==> config.mk <==
export PLATFORM = sky130hd
export DESIGN_NAME = sejf_lock_ctrl
export DESIGN_NICKNAME = d
export VERILOG_FILES = /design/src/rtl/sejf_pkg.sv /design/src/rtl/sejf_timer.sv /design/src/rtl/sejf_lock_ctrl.sv
export SDC_FILE = /design/constraint.sdc
export NUM_CORES = 1
export LEC_CHECK = 0
export BUFFER_PORTS_ARGS = -buffer_cell sky130_fd_sc_hd__buf_2
export CORE_MARGIN = 3
export CORE_UTILIZATION = 44
export DETAILED_ROUTE_END_ITERATION = 10
export MAX_ROUTING_LAYER = met4
export PLACE_DENSITY = 0.6
export SLEW_MARGIN = 20
export SYNTH_ARGS = -nofsm -noshare
export SYNTH_HDL_FRONTEND = slang
export SYNTH_HIERARCHICAL = 1
export SYNTH_SLANG_ARGS = --single-unit
export TNS_END_PERCENT = 1
==> constraint.sdc <==
create_clock -name clk -period 7.28 [get_ports clk]
set_input_delay 0.364 -clock clk [delete_from_list [all_inputs] [get_ports clk]]
set_output_delay 0.364 -clock clk [all_outputs]
set_load 0.02 [all_outputs]
==> src/rtl/sejf_pkg.sv <==
// Shared types and constants for the safe lock controller: state encoding,
// the comparator's "no stage" select value and the default interval lengths.
package sejf_pkg;

    typedef enum logic [2:0] {
        S0   = 3'd0,
        S1   = 3'd1,
        S2   = 3'd2,
        OPEN = 3'd3,
        LOCK = 3'd4
    } state_t;

    localparam logic [1:0] SEL_NONE = 2'd3;

    localparam int DEF_MAX_FAIL       = 3;
    localparam int DEF_LOCK_CYCLES    = 50000000;
    localparam int DEF_OPEN_CYCLES    = 250000000;
    localparam int DEF_TIMEOUT_CYCLES = 500000000;

    function automatic logic [1:0] sel_of(input state_t s);
        logic [1:0] r;
        case (s)
            S0:      r = 2'd0;
            S1:      r = 2'd1;
            S2:      r = 2'd2;
            default: r = SEL_NONE;
        endcase
        return r;
    endfunction

    // Display stage: OPEN and LOCK read as stage 0.
    function automatic logic [1:0] stage_of(input state_t s);
        logic [1:0] r;
        case (s)
            S1:      r = 2'd1;
            S2:      r = 2'd2;
            default: r = 2'd0;
        endcase
        return r;
    endfunction

    function automatic int max3(input int a, input int b, input int c);
        int m;
        m = (a > b) ? a : b;
        return (m > c) ? m : c;
    endfunction

endpackage

==> src/rtl/sejf_timer.sv <==
// Loadable down-counter shared by the idle, open and lock intervals.
// Holds at zero once reached; tc flags the terminal count.
module sejf_timer #(
    parameter int W = 8
) (
    input  logic         clk,
    input  logic         rst_n,
    input  logic         load,
    input  logic [W-1:0] load_val,
    output logic         tc
);

    logic [W-1:0] count_reg;

    always_ff @(posedge clk or negedge rst_n) begin
        if (!rst_n) begin
            count_reg <= '0;
        end else if (load) begin
            count_reg <= load_val;
        end else if (count_reg != '0) begin
            count_reg <= count_reg - 1'b1;
        end
    end

    assign tc = (count_reg == '0);

endmodule

==> src/rtl/sejf_lock_ctrl.sv <==
// Safe lock sequencer: walks the code comparator through three stages,
// then opens the lock or counts the failure and enters alarm lockout.
module sejf_lock_ctrl
    import sejf_pkg::*;
#(
    parameter int MAX_FAIL       = DEF_MAX_FAIL,
    parameter int LOCK_CYCLES    = DEF_LOCK_CYCLES,
    parameter int OPEN_CYCLES    = DEF_OPEN_CYCLES,
    parameter int TIMEOUT_CYCLES = DEF_TIMEOUT_CYCLES
) (
    input  logic       clk,
    input  logic       rst_n,
    input  logic       enter,
    input  logic       close,
    input  logic       eq,
    output logic [1:0] sel,
    output logic [1:0] stage,
    output logic       unlocked,
    output logic       alarm,
    output logic [3:0] fail_cnt
);

    localparam int MAX_CYC = max3(LOCK_CYCLES, OPEN_CYCLES, TIMEOUT_CYCLES);
    localparam int TW      = (MAX_CYC > 1) ? $clog2(MAX_CYC) : 1;

    localparam logic [3:0]    MAX_FAIL_L = 4'(MAX_FAIL);
    localparam logic [TW-1:0] IDLE_LOAD  = TW'(TIMEOUT_CYCLES - 1);
    localparam logic [TW-1:0] OPEN_LOAD  = TW'(OPEN_CYCLES - 1);
    localparam logic [TW-1:0] LOCK_LOAD  = TW'(LOCK_CYCLES - 1);

    state_t        state_reg, state_next;
    logic [3:0]    fail_reg, fail_next, fail_inc;
    logic [1:0]    stage_reg;
    logic          unlocked_reg, alarm_reg;
    logic          tmr_load, tmr_tc;
    logic [TW-1:0] tmr_val;

    always_ff @(posedge clk or negedge rst_n) begin
        if (!rst_n) begin
            state_reg    <= S0;
            fail_reg     <= 4'd0;
            stage_reg    <= 2'd0;
            unlocked_reg <= 1'b0;
            alarm_reg    <= 1'b0;
        end else begin
            state_reg    <= state_next;
            fail_reg     <= fail_next;
            stage_reg    <= stage_of(state_next);
            unlocked_reg <= (state_next == OPEN);
            alarm_reg    <= (state_next == LOCK);
        end
    end

    always_comb begin
        state_next = state_reg;
        fail_next  = fail_reg;
        fail_inc   = fail_reg + 4'd1;
        case (state_reg)
            S0, S1, S2: begin
                // An enter in the timeout cycle takes priority over the abort.
                if (enter) begin
                    if (eq) begin
                        if (state_reg == S2) begin
                            state_next = OPEN;
                            fail_next  = 4'd0;
                        end else begin
                            state_next = (state_reg == S0) ? S1 : S2;
                        end
                    end else if (fail_inc == MAX_FAIL_L) begin
                        state_next = LOCK;
                        fail_next  = 4'd0;
                    end else begin
                        state_next = S0;
                        fail_next  = fail_inc;
                    end
                end else if (state_reg != S0 && tmr_tc) begin
                    state_next = S0;
                end
            end
            OPEN: begin
                if (close || tmr_tc) begin
                    state_next = S0;
                end
            end
            LOCK: begin
                if (tmr_tc) begin
                    state_next = S0;
                end
            end
            default: state_next = S0;
        endcase
    end

    // The interval timer restarts whenever the state changes; the load value
    // is one less than the interval so tc marks the last cycle in the state.
    always_comb begin
        tmr_load = (state_next != state_reg);
        case (state_next)
            S1, S2:  tmr_val = IDLE_LOAD;
            OPEN:    tmr_val = OPEN_LOAD;
            LOCK:    tmr_val = LOCK_LOAD;
            default: tmr_val = '0;
        endcase
    end

    sejf_timer #(
        .W(TW)
    ) u_timer (
        .clk     (clk),
        .rst_n   (rst_n),
        .load    (tmr_load),
        .load_val(tmr_val),
        .tc      (tmr_tc)
    );

    assign sel      = sel_of(state_reg);
    assign stage    = stage_reg;
    assign unlocked = unlocked_reg;
    assign alarm    = alarm_reg;
    assign fail_cnt = fail_reg;

endmodule

-- Word-level counts from Yosys, hierarchy flattened
Cells that the tools add are included.
- bits in read-only memories: 0
- input bits: 5
- RAM bits: 0
- output and inout port bits: 10
- memories kept: 0
- flip-flop bits (word level): 40
- word-level logic and storage cells: 46
- latch bits: 0
- bitwise gates (word level): 0
- $mul: 0
- add/subtract/negate cells: 2
- $lt $le $gt $ge: 0
- shift operators: 0
- eq/ne operators: 11
- mux-type cells: 17
- reductions and logical operators: 10
- divide/modulo/power cells: 0
- operator list (operator ; count):
    one-hot mux 29 bit (3 select lines) ; 1
    two-way mux 29 bit ; 2
    zero test 29 bit ; 1
    nonzero test 29 bit ; 1
    subtractor 29 x 1 -> 29 bit, second input constant ; 1
    two-way mux 3 bit ; 6
    == test 3 x 2 -> 1 bit, second input constant ; 4
    two-way mux 4 bit ; 3
    one-hot mux 3 bit (3 select lines) ; 1
    == test 3 x 1 -> 1 bit, second input constant ; 2
    == test 3 bit, second input constant ; 2
    one-hot mux 2 bit (3 select lines) ; 1
    adder 4 x 1 -> 4 bit, second input constant ; 1
    == test 4 x 2 -> 1 bit, second input constant ; 1
    two-way mux 2 bit ; 2
    one-hot mux 2 bit (2 select lines) ; 1
    zero test 3 bit ; 1
    != test 3 bit ; 1
    AND reduction 3 bit ; 1
    nonzero test 3 bit ; 1
    OR reduction 3 bit ; 1
    != test 2 x 1 -> 1 bit, second input constant ; 1
    nonzero test 2 bit ; 1
    OR reduction 2 bit ; 1
    2 further kinds ; 2

-- Logic depth before layout (Yosys ltp)
Gate-level depths: netlist of the first run.
- depth after elaboration: 10
- mapped depth: 15
- mapped depth without buffers: 13

-- Hierarchy
Netlist of the first run, hierarchy kept.
- by module, submodules not included (module ; area an instance (sq um) ; cells each ; times used ; sequential area each (sq um)):
    sejf_timer ; 1762.9 ; 200 ; 1 ; 725.7
    sejf_lock_ctrl ; 769.5 ; 88 ; 1 ; 275.3

-- Worst setup path after synthesis of the first run
OpenSTA, ideal clock, no wires.
- path kind: reg2reg
- start point: reg u_timer.count_reg[17]
- end point: reg u_timer.count_reg[19]
- data required time: 7.185 ns
- data arrival time: 3.159 ns
- slack: 4.025 ns
- clock period less this slack: 3.255 ns
- setup time: 0.095 ns
- cell stages (with the launch flop): 14
- path buffers: 4
- path through: dfrtp_1 -> or4_4 -> or3_4 -> nor3_2 -> buf_2 -> inv_1 -> a21oi_1 -> o211ai_1 -> nand3_1 -> clkbuf_1 -> buf_1 -> clkbuf_1 -> nand2_1 -> o31ai_1
- elaborated cells between the ends (all ways): 20
- those cells by class: 1 x add/sub; 5 x eq/ne; 8 x mux; 6 x reduce/logical
- RTL lines (item ; RTL line ; text):
    from (decl) ; sejf_timer.sv:13 ; logic [W-1:0] count_reg;
    from (signal assigned) ; sejf_timer.sv:19 ; count_reg <= load_val;
    from (signal assigned) ; sejf_timer.sv:21 ; count_reg <= count_reg - 1'b1;
    zero test 29 bit * ; sejf_timer.sv:25 ; assign tc = (count_reg == '0);
    named net tmr_tc ; sejf_lock_ctrl.sv:35 ; logic tmr_load, tmr_tc;
    logical AND 1 bit ; sejf_lock_ctrl.sv:76 ; end else if (state_reg != S0 && tmr_tc) begin
    two-way mux 3 bit ; sejf_lock_ctrl.sv:76 ;
    two-way mux 3 bit ; sejf_lock_ctrl.sv:61 ; if (enter) begin
    one-hot mux 3 bit (3 select lines) * ; sejf_lock_ctrl.sv:58 ; case (state_reg)
    != test 3 bit * ; sejf_lock_ctrl.sv:97 ; tmr_load = (state_next != state_reg);
    named net tmr_load ; sejf_lock_ctrl.sv:35 ;
    two-way mux 29 bit / nonzero test 2 bit (equally long branches) ; n/a ;
Mark *: on every way through the listed nets, which the timed path passes. The rest lies on a longest branch. The select of a mux whose other input is x is not followed.
A chain may end at the register's enable or synchronous reset.

-- Worst setup path in the final report of the first run
- start point: reg u_timer.count_reg[9]
- end point: reg u_timer.count_reg[12]
Same word-level chain as after synthesis.

==> results of run 1 <==
worst max path at each step:
| stage | startpoint | endpoint | slack [ns] | cells after the start |
|---|---|---|---|---|
| CTS | u_timer/count_reg[11]$_DFFE_PN0P_ | u_timer/count_reg[12]$_DFFE_PN0P_ | 3.42 | 12 |
| global route | u_timer/count_reg[9]$_DFFE_PN0P_ | u_timer/count_reg[12]$_DFFE_PN0P_ | 2.94 | 12 |
| floorplan | u_timer/count_reg[17]$_DFFE_PN0P_ | u_timer/count_reg[19]$_DFFE_PN0P_ | 4.03 | 13 |
| finish | u_timer/count_reg[9]$_DFFE_PN0P_ | u_timer/count_reg[12]$_DFFE_PN0P_ | 3.39 | 12 |
| detailed placement | u_timer/count_reg[11]$_DFFE_PN0P_ | u_timer/count_reg[12]$_DFFE_PN0P_ | 3.46 | 12 |
| global placement | u_timer/count_reg[9]$_DFFE_PN0P_ | u_timer/count_reg[12]$_DFFE_PN0P_ | 3.59 | 12 |
metrics by stage:
stage               cells  utilization  cell area, µm²
detailed placement    360       0.4958            2645
global route          368       0.5131            2738
finish                368       0.5131            2738
floorplan             289            -            2536
global placement      360       0.4958            2645
CTS                   368       0.5131            2738
routing by layer:
layer	GRT usage	up-vias	wire length (µm)
met3	0.04605	6	238
met4	0.04485	0	57
li1	-	1048	-
met1	0.2743	976	2785
met5	-	-	0
met2	0.2698	34	2374
logic make-up after synthesis:
kind of cell,share of synthesized area
muxes,0.02174
and+or+nand+nor,0.2628
DFF,0.3953
other,0.001481
xor gates and xnor gates,0.05533
adders and majority gates,0.01976
AOI/OAI and AO/OA,0.1912
buffers and inverters,0.05237
area by class of cell:
| class | count | area share |
|---|---|---|
| clock buffer | 6 | 0.03016 |
| clock inverter | 2 | 0.003656 |
| inverter | 17 | 0.02331 |
| multi-input combinational | 217 | 0.5142 |
| sequential | 40 | 0.3656 |
| tap | 70 | 0.03199 |
| timing repair buffer | 16 | 0.03108 |
worst register-to-register path, delay by kind of cell, from the launching register on:
family	cells	cell delay [ns]
compound gates	4	0.62
buf+inv	2	0.38
flops	1	0.41
simple gates	6	2.36
cell usage in the layout (no fill, tap or decap), types with 3 or more instances in the layout:
cell        n
nand2_1    40
dfrtp_1    40
o21ai_0    23
inv_1      17
nor2_1     17
buf_2      14
nor4_1     12
xnor2_1    12
nand3_1     7
a21oi_1     7
nor2b_1     6
nor3_1      6
clkbuf_8    6
o21ai_1     5
nand2b_1    5
o2111ai_1   4
or2_2       4
ha_1        4
and2_1      4
xor2_1      4
mux2_2      4
o31ai_1     4
a21bo_2     3
nor4b_1     3
nor3b_1     3
or3_1       3
o41ai_1     3
power by group through the flow:
stage          registers, mW  logic (mW)  clock network, mW
2_1_floorplan          0.420       0.466                  0
3_3_place_gp           0.433       0.581                  0
3_5_place_dp           0.434       0.588                  0
4_1_cts                0.431       0.591              0.160
5_1_grt                0.454       0.668              0.171
6_report               0.432       0.589              0.155
==> metrics.md, run 1 <==
| Metric | Value |
|---|---|
| Worst setup SP type | `register` |
| Comb power frac | `0.501` |
| Top Family by Delay on Critical Path | `simple AND/OR/NAND/NOR gates` |
| Vias in the first global route | `1955` |
| Worst hold slack | `0.1776 ns` |
| Worst path bufs/invs | `2` |
| Synth top cells by count | `dfrtp_1, nand2_1, o21ai_0` |
| DRT Wirelength | `5455 µm` |
| # IOs | `15` |
| Largest net degree at the start of global routing | `56` |
| Post-synthesis sequential area ratio | `0.3953` |
| CP arrival | `4.06 ns` |
| Slowest-stage cell, CP | `nand3_2` |
| Vias post-DR | `2064` |
| DR iter-0 viols | `181` |
| Max clock buf depth | `2` |
| Design internal power | `0.6381 mW` |
| Area leader, netlist | `dfrtp_1` |
| RSZ-0062 raised after global routing | `no` |
| Cell mode on critical path | `nor2b_1` |
| Total of max-cap violations | `0` |
| Core box area | `5335 µm²` |
| Post-Syn Area | `2532 µm²` |
| Clock power share | `0.132` |
| GRT Residual Overflow | `0` |
| Fin crit share | `0.5348` |
| TritonCTS Buffers | `5` |
| Switching power of the nets | `0.5383 mW` |
| Setup slack, reg-to-reg | `3.39 ns` |
| Tmin final | `3.893 ns` |
| Synth top area share | `0.3953` |
| CTS H-tree depth | `2` |
| Max IR drop VDD | `205.8 µV` |
| TritonRoute pass-1 iters | `4` |
| Final setup viols | `0` |
| Worst Hold Class | `in2async` |
| # port buffers | `14` |
| Die Height | `81.87 µm` |
| Multi-input gate area | `1408 µm²` |
| Layout cells sized above 1 | `0.1443` |
| Most used DFF post-synth | `dfrtp_1` |
| Max FFs per register | `29` |
| Pins Over Slew Limit | `0` |
| Wirelength per Cell | `14.82 µm` |
| Layout Skew | `0.007241 ns` |
| Final net count | `306` |
| Total track usage | `0.1908` |
| Layout area overhead | `8.103%` |
| Global-route wire length before repair | `9570 µm` |
| Worst-path fanout max | `55` |
| Crit path capture type | `register` |
| Fillers | `508` |
| Max transition margin | `0.3479` |
| CP peak stage delay | `0.65 ns` |
| Final Hold Vio Count | `0` |
| Sequential share of power | `0.367` |
| Synth Register Bits | `40` |
| Count of cells resized by post-cts repair | `0` |
| Setup TNS | `0 ns` |
| Power Density | `429.7 nW/µm²` |
| Dpl ws | `3.456 ns` |
| Initial core utilization | `0.4747` |
| Syn_area_per_cell | `8.793 µm²` |
| Hpwl dp | `3674 µm` |
| Final WS setup | `3.387 ns` |
| RR Endpoint | `u_timer/count_reg[12]$_DFFE_PN0P_` |
| Final Power | `1.176 mW` |
| Clk root buf | `clkbuf_8` |
| Yosys Warn Count | `6` |
| Worst Max-Slew Pin Slew | `0.9770 ns` |
| # diodes | `0` |
| Die ar. | `6702 µm²` |
| Crit path cell chain | `nor4_1, nand2_1, nor3_2, buf_4, inv_1, a21oi_1, o211ai_1, nand3_2, nor2b_1, nor2b_1, a221oi_1, o21ai_0` |
| Worst-path clk slew | `0.08 ns` |
| Switch share | `0.4576` |
| Status | `completed` |
| Async SR Flop Fraction | `1.000` |
| P_leak | `1.151 nW` |
| Antenna violations before repair | `0` |
| Top cells by area, synth | `dfrtp_1, nand2_1, o21ai_0` |
| R2r worst-path depth | `12` |
| CTS Sinks | `40` |
| Yosys cell types | `57` |
| Post-synth EDFFs | `0` |
| Die Width | `81.87 µm` |
| # rows | `26` |
| DRC | `0` |
| CTS tree | `yes` |
| Reg area | `1001 µm²` |
| Skew-Pair Late Insertion Delay | `0.30 ns` |
| Critical Path RT | `7.45 ns` |
| Max Freq | `0.2568 GHz` |
| CP Class | `reg2reg` |
| Setup bufs post-CTS | `0` |
| Vias per cell | `5.609` |
| Post-Synthesis Cells | `288` |
| Post-route antenna net violation count | `0` |
| Worst reg2reg startpoint | `u_timer/count_reg[9]$_DFFE_PN0P_` |
| Hold_buf cts | `0` |
| Routability Congestion | `0.7989` |
(Power assumes the default switching activity.)
==> run 2: changes to the inputs <==
PLACE_DENSITY = 0.62   (was 0.6)
clock period = 3.2 ns   (was 7.28 ns; I/O delays follow)
==> metrics.md, run 2 (same netlist as run 1, synthesis figures left out) <==
| Metric | Value |
|---|---|
| Max IR drop VDD | `422.1 µV (+110%)` |
| Grt met1 use | `0.2707 (-0.003534)` |
| Max clock buf depth | `2 (unchanged)` |
| Final core occ | `0.5263 (+0.01313)` |
| Failing checks | `negative hold slack` |
| Die Width | `81.87 µm (unchanged)` |
| Design internal power | `1.524 mW (+140%)` |
| Fin crit share | `0.9056 (+0.3708)` |
| Most frequent cells in the layout | `nand2_1, dfrtp_1, o21ai_0, inv_1, nor2_1` |
| Final setup viols | `0 (unchanged)` |
| Initial core utilization | `0.4747 (unchanged)` |
| Slowest-stage cell, CP | `or4_4` |
| Max transition margin | `0.4120 (+0.06414)` |
| Status | `finished, violations left` |
| Fillers | `527 (+3.7%)` |
| # diodes | `0 (unchanged)` |
| Skew-Pair Late Insertion Delay | `0.29 ns (about the same)` |
| # rows | `26 (unchanged)` |
| CTS tree | `yes` |
| Global-route wire length before repair | `9611 µm (+0.43%)` |
| Vias in the first global route | `1948 (-0.36%)` |
| Layout cells sized above 1 | `0.1601 (+0.01584)` |
| Max Freq | `0.3451 GHz (+34%)` |
| Comb power frac | `0.519 (+0.018)` |
| DRC | `0 (unchanged)` |
| CP peak stage delay | `0.57 ns (-0.08 ns)` |
| Number of cells on the critical path | `8 (-4)` |
| Switching power of the nets | `1.240 mW (+130%)` |
| Setup bufs post-CTS | `0 (unchanged)` |
| # IOs | `15 (unchanged)` |
| Worst Hold Class | `in2async` |
| Vias post-DR | `2132 (+3.3%)` |
| Switch share | `0.4487 (-0.008922)` |
| M3 GR Usage | `0.03728 (-0.008772)` |
| Worst hold slack | `-0.01839 ns (-0.1960 ns)` |
| Worst path bufs/invs | `1 (-1)` |
| Total of max-cap violations | `0 (unchanged)` |
| Post-route antenna net violation count | `0 (unchanged)` |
| CTS H-tree depth | `2 (unchanged)` |
| Vias per cell | `5.670 (+1.1%)` |
| Hpwl dp | `3933 µm (+7.1%)` |
| Multi-input gate area | `1408 µm² (unchanged)` |
| P_leak | `1.188 nW (+3.2%)` |
| Die Height | `81.87 µm (unchanged)` |
| Antenna violations before repair | `0 (unchanged)` |
| Count of cells resized by post-cts repair | `0 (unchanged)` |
| Global route hottest layer | `met2` |
| Clock power share | `0.126 (-0.006)` |
| Worst-path clk slew | `0.08 ns (about the same)` |
| Pins Over Slew Limit | `0 (unchanged)` |
| Core box area | `5335 µm² (unchanged)` |
| GRT Residual Overflow | `0 (unchanged)` |
| Layout area overhead | `10.87%` |
| Top Family by Delay on Critical Path | `simple AND/OR/NAND/NOR gates` |
| Crit path capture type | `register` |
| # port buffers | `14 (unchanged)` |
| Reg area | `1001 µm² (unchanged)` |
| Layout Skew | `0.008124 ns (+0.0008826 ns)` |
| Final Hold Vio Count | `22 (+22)` |
| Clk root buf | `clkbuf_8` |
| Largest net degree at the start of global routing | `51 (-8.9%)` |
| CP Class | `reg2reg` |
| Worst-path fanout max | `15 (-73%)` |
| Final net count | `314 (+2.6%)` |
| Worst setup SP type | `register` |
| Hold_buf cts | `0 (unchanged)` |
| Power Density | `984.6 nW/µm² (+130%)` |
| Sequential share of power | `0.355 (-0.012)` |
| Tmin final | `2.898 ns (-0.9954 ns)` |
| DRT Wirelength | `5590 µm (+2.5%)` |
| RSZ-0062 raised after global routing | `no` |
| Max FFs per register | `29 (unchanged)` |
| Worst Max-Slew Pin Slew | `0.8820 ns (-0.09508 ns)` |
| Total track usage | `0.1911 (+0.0003490)` |
| Die ar. | `6702 µm² (unchanged)` |
| Routability Congestion | `0.8412 (+5.3%)` |
| CTS Sinks | `40 (unchanged)` |
| Setup TNS | `0 ns (unchanged)` |
| DR iter-0 viols | `134 (-26%)` |
| TritonCTS Buffers | `5 (unchanged)` |
| M2 GR Usage | `0.2746 (+0.004847)` |
| R2r worst-path depth | `8 (-4)` |
| TritonRoute pass-1 iters | `4 (unchanged)` |
| Wirelength per Cell | `14.87 µm (+0.29%)` |
| CP arrival | `3.08 ns (-0.98 ns)` |
| Crit path cell chain | `or4_4, or3_4, nor3_2, buf_4, a2111oi_4, o21ai_1, nand3_1, mux2_2` |
| Critical Path RT | `3.38 ns (-4.07 ns)` |
run 2: power groups by stage:
stage	registers, mW	logic, mW	clock network [mW]
5_1_grt	1.02	1.61	0.386
2_1_floorplan	0.957	1.06	0
6_report	0.982	1.43	0.348
3_3_place_gp	0.982	1.42	0
4_1_cts	0.979	1.44	0.358
3_5_place_dp	0.986	1.44	0
run 2: final timing paths:
| path | from | slack, ns | to |
|---|---|---|---|
| worst min register to register | u_timer/count_reg[7]$_DFFE_PN0P_ | 0.49 | u_timer/count_reg[7]$_DFFE_PN0P_ |
| worst min-delay path | rst_n | -0.02 | alarm$_DFF_PN0_ |
| max in group asynchronous | rst_n | 2.66 | u_timer/count_reg[12]$_DFFE_PN0P_ |
| worst max register to register | u_timer/count_reg[17]$_DFFE_PN0P_ | 0.30 | u_timer/count_reg[6]$_DFFE_PN0P_ |
| min in group clk | eq | 0.29 | fail_cnt[3]$_DFFE_PN0P_ |
| worst max-delay path | u_timer/count_reg[17]$_DFFE_PN0P_ | 0.30 | u_timer/count_reg[6]$_DFFE_PN0P_ |
run 2: routing by layer:
metal / vias to the layer above / share of wire
met4: 0 / 0.0098
met3: 5 / 0.042
met1: 1025 / 0.52
li1: 1063 / -
met2: 39 / 0.43
met5: - / 0
run 2: final cells by class:
cell class / count / share of cell area
sequential: 40 / 0.3565
clock buffer: 8 / 0.03209
multi-input combinational: 217 / 0.5013
inverter: 17 / 0.02273
timing repair buffer: 24 / 0.05615
tap: 70 / 0.03119
run 2: per-stage QoR:
step | cell area [µm²] | power (mW) | setup WS (ns) | instances
floorplan | 2537 | 2.019 | 0.03557 | 289
global placement | 2718 | 2.398 | 0.3445 | 368
detailed placement | 2718 | 2.425 | 0.2447 | 368
CTS | 2808 | 2.782 | 0.2728 | 376
global route | 2808 | 3.018 | 0.1199 | 376
finish | 2808 | 2.764 | 0.3020 | 376
